### src/rtl/lane_traffic_collision.sv
// lane_traffic_collision: road lane traffic and frog collision detection.
// One car per lane moves on a score-scaled step tick and wraps at the edge.
// A one-cycle hit pulse is raised, then collisions are held off for a cooldown.
// Ports:
//   i_Clk, i_Rst         clock, async active-high reset
//   i_Game_Active        run traffic and evaluate collisions
//   i_Level_Up           reload cars to their start positions
//   i_Score              current score, sets the step period
//   i_Frog_X, i_Frog_Y   frog top-left position
//   o_Has_Collided       one-cycle collision pulse
//   o_Car_X              packed car left X, lane k at [10k+9:10k]
//   o_Tick               one-cycle pulse per step tick
module lane_traffic_collision #(
    parameter int N_LANES       = 4,
    parameter int TILE_SIZE     = 32,
    parameter int H_VISIBLE_AREA = 640,
    parameter int LANE_Y0       = 128,
    parameter int CAR_LEN       = 64,
    parameter int STEP_PX       = 2,
    parameter int BASE_PERIOD   = 1250000,
    parameter int PERIOD_DEC    = 100000,
    parameter int MIN_PERIOD    = 250000,
    parameter int COOLDOWN      = 4
) (
    input  logic                    i_Clk,
    input  logic                    i_Rst,
    input  logic                    i_Game_Active,
    input  logic                    i_Level_Up,
    input  logic [5:0]              i_Score,
    input  logic [9:0]              i_Frog_X,
    input  logic [9:0]              i_Frog_Y,
    output logic                    o_Has_Collided,
    output logic [10*N_LANES-1:0]   o_Car_X,
    output logic                    o_Tick
);

    localparam int CW = $clog2(COOLDOWN + 1);

    localparam logic [10:0] H_W    = 11'(H_VISIBLE_AREA);
    localparam logic [10:0] STEP_W = 11'(STEP_PX);
    localparam logic [10:0] CAR_W  = 11'(CAR_LEN);
    localparam logic [10:0] TILE_W = 11'(TILE_SIZE);

    localparam logic [31:0] BASE_W = 32'(BASE_PERIOD);
    localparam logic [31:0] DEC_W  = 32'(PERIOD_DEC);
    localparam logic [31:0] MIN_W  = 32'(MIN_PERIOD);

    function automatic logic [N_LANES-1:0][9:0] init_x();
        logic [N_LANES-1:0][9:0] v;
        for (int k = 0; k < N_LANES; k++) begin
            v[k] = 10'((k * H_VISIBLE_AREA) / N_LANES);
        end
        return v;
    endfunction

    localparam logic [N_LANES-1:0][9:0] INIT_X = init_x();

    typedef enum logic [1:0] {
        IDLE,
        RUN,
        HIT,
        COOL
    } state_t;

    state_t                     state_q, state_d;
    logic [CW-1:0]              cool_q, cool_d;
    logic [31:0]                cnt_q, cnt_d;
    logic                       tick_q;
    logic [N_LANES-1:0][9:0]    car_q, car_d;

    logic [31:0]                score_w;
    logic [31:0]                dec_w;
    logic [31:0]                period_w;
    logic                       tick_w;
    logic                       hit_w;
    logic [N_LANES-1:0][10:0]   sum_w;
    logic [N_LANES-1:0][9:0]    step_w;

    // Period saturates at the floor instead of underflowing.
    always_comb begin
        score_w  = (i_Score == 6'd0) ? 32'd1 : {26'd0, i_Score};
        dec_w    = (score_w - 32'd1) * DEC_W;
        period_w = MIN_W;
        if (BASE_W > dec_w && (BASE_W - dec_w) > MIN_W) begin
            period_w = BASE_W - dec_w;
        end
    end

    // Compared with >= so a shorter period takes effect at once.
    assign tick_w = i_Game_Active && (cnt_q >= period_w - 32'd1);

    always_comb begin
        sum_w  = '0;
        step_w = car_q;
        for (int k = 0; k < N_LANES; k++) begin
            if (k % 2 == 0) begin
                sum_w[k] = {1'b0, car_q[k]} + STEP_W;
                if (sum_w[k] >= H_W) begin
                    sum_w[k] = sum_w[k] - H_W;
                end
            end else if ({1'b0, car_q[k]} < STEP_W) begin
                sum_w[k] = {1'b0, car_q[k]} + H_W - STEP_W;
            end else begin
                sum_w[k] = {1'b0, car_q[k]} - STEP_W;
            end
            step_w[k] = sum_w[k][9:0];
        end
    end

    // Car extent past the right edge is deliberately not wrapped here.
    always_comb begin
        hit_w = 1'b0;
        for (int k = 0; k < N_LANES; k++) begin
            if ({1'b0, i_Frog_Y} == 11'(LANE_Y0 + k * TILE_SIZE) &&
                {1'b0, i_Frog_X} < {1'b0, car_q[k]} + CAR_W &&
                {1'b0, car_q[k]} < {1'b0, i_Frog_X} + TILE_W) begin
                hit_w = 1'b1;
            end
        end
    end

    // Level-up wins over a coincident tick.
    always_comb begin
        cnt_d = cnt_q;
        car_d = car_q;
        if (i_Level_Up) begin
            cnt_d = '0;
            car_d = INIT_X;
        end else if (tick_w) begin
            cnt_d = '0;
            car_d = step_w;
        end else if (i_Game_Active) begin
            cnt_d = cnt_q + 32'd1;
        end
    end

    always_ff @(posedge i_Clk or posedge i_Rst) begin
        if (i_Rst) begin
            cnt_q  <= '0;
            tick_q <= 1'b0;
            car_q  <= INIT_X;
        end else begin
            cnt_q  <= cnt_d;
            tick_q <= tick_w;
            car_q  <= car_d;
        end
    end

    always_ff @(posedge i_Clk or posedge i_Rst) begin
        if (i_Rst) begin
            state_q <= IDLE;
            cool_q  <= '0;
        end else begin
            state_q <= state_d;
            cool_q  <= cool_d;
        end
    end

    always_comb begin
        state_d        = state_q;
        cool_d         = cool_q;
        o_Has_Collided = 1'b0;
        if (!i_Game_Active) begin
            state_d = IDLE;
        end else begin
            unique case (state_q)
                IDLE: state_d = RUN;
                RUN: begin
                    if (hit_w) begin
                        state_d = HIT;
                    end
                end
                HIT: begin
                    o_Has_Collided = 1'b1;
                    state_d        = COOL;
                    cool_d         = CW'(COOLDOWN);
                end
                COOL: begin
                    cool_d = cool_q - CW'(1);
                    if (cool_q <= CW'(1)) begin
                        state_d = RUN;
                    end
                end
                default: state_d = IDLE;
            endcase
        end
    end

    assign o_Car_X = car_q;
    assign o_Tick  = tick_q;

endmodule

### config.mk
export PLATFORM = sky130hd
export DESIGN_NAME = lane_traffic_collision
export DESIGN_NICKNAME = d
export VERILOG_FILES = /design/src/rtl/lane_traffic_collision.sv
export SDC_FILE = /design/constraint.sdc
export NUM_CORES = 1
export LEC_CHECK = 0
export CAP_MARGIN = 0
export CORE_MARGIN = 4
export CORE_UTILIZATION = 55
export CTS_BUF_LIST = sky130_fd_sc_hd__clkbuf_2 sky130_fd_sc_hd__clkbuf_4 sky130_fd_sc_hd__clkbuf_8
export DETAILED_ROUTE_END_ITERATION = 8
export PLACE_DENSITY_LB_ADDON = 0.08
export SLEW_MARGIN = 25
export SYNTH_ARGS = -nofsm -noshare
export SYNTH_HDL_FRONTEND = slang
export SYNTH_SLANG_ARGS = --single-unit
export TNS_END_PERCENT = 50
### constraint.sdc
create_clock -name i_Clk -period 5.1 [get_ports i_Clk]
set_clock_uncertainty 0.15 [all_clocks]
set_input_delay 0.51 -clock i_Clk [delete_from_list [all_inputs] [get_ports i_Clk]]
set_output_delay 0.51 -clock i_Clk [all_outputs]
set_load 0.02 [all_outputs]
==> reports/qor.csv <==
stage;metric;value;unit
clock_tree;CTS tree;done;
clock_tree;Num CTS Buffers;9;
clock_tree;Skew-Pair Late Insertion Delay;380;ps
drt;Vias/cell;5.74;
critical_path;reg-to-reg slack, setup;1650;ps
power_and_ir_drop;leakage dissipation;5.65;nW
floorplanning;Die X;139;µm
hold_path;Worst Hold Launch;cool_q[1]$_DFFE_PP0P_;
cells_and_area;nets@finish;1535;
timing;min Tclk post-route;7340;ps
hold_path;hold crit path type;reg -> reg;
critical_path;CP max stage delay;490;ps
yosys;yosys warns;0;
floorplanning;die area;19200;µm²
clock_tree;cell at the root of the clock tree;clkbuf_8;
drt;via count;8782;
global_routing;largest net degree at the start of global routing;51;
global_routing;first-pass GRT wire length;41.1;mm
global_routing;initial antenna violation count;0;
clock_tree;H-tree depth;3;
critical_path;WP data required;5250;ps
timing;final setup fails;69;
critical_path;Crit Path Class;in -> reg;
job;# Max-Cap Violations;0;
timing;Hold Fails Final Rpt;0;
yosys;share of the synthesized area in the top cell type;0.244;
place;placed instance area;11500;µm²
yosys;Yosys top cell by area;ha_1;
drt;Iter 0 DRT Violations;439;
cells_and_area;number of fillers in the final layout;1273;
yosys;Avg Cell Area, Syn;8.50;µm²
yosys;most frequent cell after synthesis;ha_1;
yosys;top_reg_cell synth;dfrtp_1;
yosys;number of synthesized flops with an enable pin;0;
floorplanning;Ports;72;
timing;RSZ-0062 raised after global routing;yes;
timing;period utilization;1.44;
timing;slew margin rel.;0.574;
status;failing checks;negative setup slack;
place;IO Port Bufs;67;
drt;drc violations;0;
timing;WHS;360;ps
place;RePlAce Congestion;0.861;
critical_path;Crit-path slowest cell;fa_1;
drt;1st-pass router iterations;5;
clock_tree;clk slew on worst S/H paths;100;ps
critical_path;Setup crit end kind;flip-flop;
cells_and_area;Layout Cells excl Fill;1531;
clock_tree;CTS Sinks;74;
critical_path;launching element type of the critical path;input port;
critical_path;Critical Path AT;7490;ps
timing;Slew @ Worst Pin;638;ps
cells_and_area;Area Overhead vs Synth;30.7;%
place;Post-Place Cells;1490;
yosys;FF+latch count, synth;74;
yosys;top cells by count, synth;ha_1 (183), inv_1 (106), nor2_1 (93);
critical_path;CP Max Fanout;11;
clock_tree;largest buffer count on any clock path;2;
drt;routed wire length per instance;16.6;µm
floorplanning;Die Height;139;µm
place;DPL Wire Length;19.2;mm
global_routing;total gr overflow;0;
timing;post-route setup slack;-2240;ps
yosys;Synth Cell Area;9400;µm²
critical_path;reg2reg path depth;12;
yosys;fraction of registers with async set/reset;1.00;
yosys;largest cells by area after synthesis;ha_1 (24%), dfrtp_1 (18%), inv_1 (4.2%);
global_routing;gr usage total;0.253;
cells_and_area;Design Area, Final;12300;µm²
floorplanning;Rows;47;
global_routing;vias in the first global route;8669;
critical_path;worst r2r src;o_Car_X[22]$_DFFE_PP0N_;
timing;count of pins over their slew limit;0;
timing;f_max;0.136;GHz
status;run status;finished with violations;
critical_path;most used cell, CP;ha_4;
drt;drt total wl;25.4;mm
floorplanning;total core area;16600;µm²
yosys;Synth cell types;75;
power_and_ir_drop;power per cell area;294;nW/µm²
yosys;Syn Inst Count;1105;
cells_and_area;layout cells sized above 1;0.220;
floorplanning;Initial Utilization;0.565;
hold_path;hold-critical path depth;2;
critical_path;r2r endpoint;o_Car_X[27]$_DFFE_PP0N_;
power_and_ir_drop;maximum vdd ir drop;0.211;mV
drt;Routed Antenna Nets;0;
yosys;register area share after synthesis;0.198;
cells_and_area;diode count;0;
hold_path;worst hold path endpoint;cool_q[1]$_DFFE_PP0P_;
clock_tree;hold buffers post-CTS;0;
==> worst max-delay path, delay by kind of cell <==
family / cells / cell delay [ps]
buffers and inverters: 8 / 940
and+or+nand+nor: 7 / 1680
adders and majority gates: 8 / 2330
xor gates and xnor gates: 1 / 250
AOI/OAI and AO/OA: 11 / 1780
==> per-layer routing <==
layer	vias up	routed length [µm]	GRT usage
met4	0	615	0.0736
met5	-	0	0
met3	52	922	0.0407
met1	4213	10700	0.300
li1	4346	-	-
met2	171	13200	0.470
==> state kept, by name (all words and copies together), names as in the netlist <==
| register | cells |
|---|---|
| o_Tick | 1 |
| cnt_q | 32 |
| state_q | 2 |
| o_Car_X | 36 |
| cool_q | 3 |
==> cell usage in the layout (no fill, tap or decap), drive strengths merged, types with 8 or more instances in the layout <==
cell / instances
a2111oi: 8
a211oi: 15
a21o: 19
a21oi: 62
a31oi: 10
and2: 9
and3: 15
buf: 153
clkbuf: 11
clkdlybuf4s50: 60
conb: 9
dfrtp: 66
dfstp: 8
fa: 16
ha: 183
inv: 109
nand2: 54
nand2b: 9
nand3: 50
nand3b: 12
nand4: 19
nor2: 93
nor2b: 12
nor3: 15
o211ai: 12
o21a: 20
o21ai: 53
or2: 8
or3: 17
xnor2: 45
xor2: 44
==> worst max-delay path by stage <==
stage | slack (ps) | endpoint | cells past startpoint | startpoint
6_report | -2240 | o_Car_X[7]$_DFFE_PP0N_ | 35 | i_Score[1]
4_1_cts | -2140 | o_Car_X[24]$_DFFE_PP0N_ | 32 | i_Score[4]
5_1_grt | -2560 | o_Car_X[7]$_DFFE_PP0N_ | 35 | i_Score[4]
3_5_place_dp | -3230 | o_Car_X[34]$_DFFE_PP0N_ | 35 | i_Score[1]
2_1_floorplan | -2210 | o_Car_X[29]$_DFFE_PP0N_ | 34 | i_Score[3]
3_3_place_gp | -3050 | o_Car_X[36]$_DFFE_PP1N_ | 31 | i_Score[1]
==> what timing repair did <==
item / in CTS / in global routing
cloned: 1 / 3
setup buffers: 12 / 9
pin swaps: 42 / 10
endpoints found under the setup margin: 69 / 69
gates resized for setup: 56 / 41
==> logic make-up (layout without fill, tap and decap cells) <==
group	Yosys count	count (layout)	share of synthesized area
AOI/OAI and AO/OA	254	254	0.185
xor gates and xnor gates	89	89	0.0830
adders and majority gates	199	199	0.278
buffers and inverters	142	341	0.0634
DFF	74	74	0.198
muxes	5	5	0.00533
other	2	9	0.000799
and+or+nand+nor	340	340	0.187
==> power by group <==
group,internal [mW],total [mW],switching (mW)
registers,0.605,0.624,0.0193
logic,1.30,2.48,1.18
clock network,0.235,0.508,0.273
total,2.14,3.61,1.47
==> per-stage QoR <==
| stage | setup TNS, ps | utilization | setup WS, ps | power, mW |
|---|---|---|---|---|
| floorplan | -148640 | - | -2210 | 2.04 |
| global placement | -200980 | 0.691 | -3050 | 2.80 |
| detailed placement | -207300 | 0.691 | -3230 | 2.84 |
| CTS | -137660 | 0.718 | -2140 | 3.48 |
| global route | -159950 | 0.738 | -2560 | 3.89 |
| finish | -140680 | 0.738 | -2240 | 3.61 |
==> layout make-up <==
cell class / instances / area [µm²] / area share
multi-input combinational: 896 / 7550 / 0.615
timing repair buffer: 218 / 1970 / 0.161
sequential: 74 / 1860 / 0.152
inverter: 107 / 409 / 0.0333
tap: 220 / 275 / 0.0224
clock buffer: 9 / 124 / 0.0101
clock inverter: 7 / 83.8 / 0.00683
Note: power is estimated with default switching activity, not from simulation.
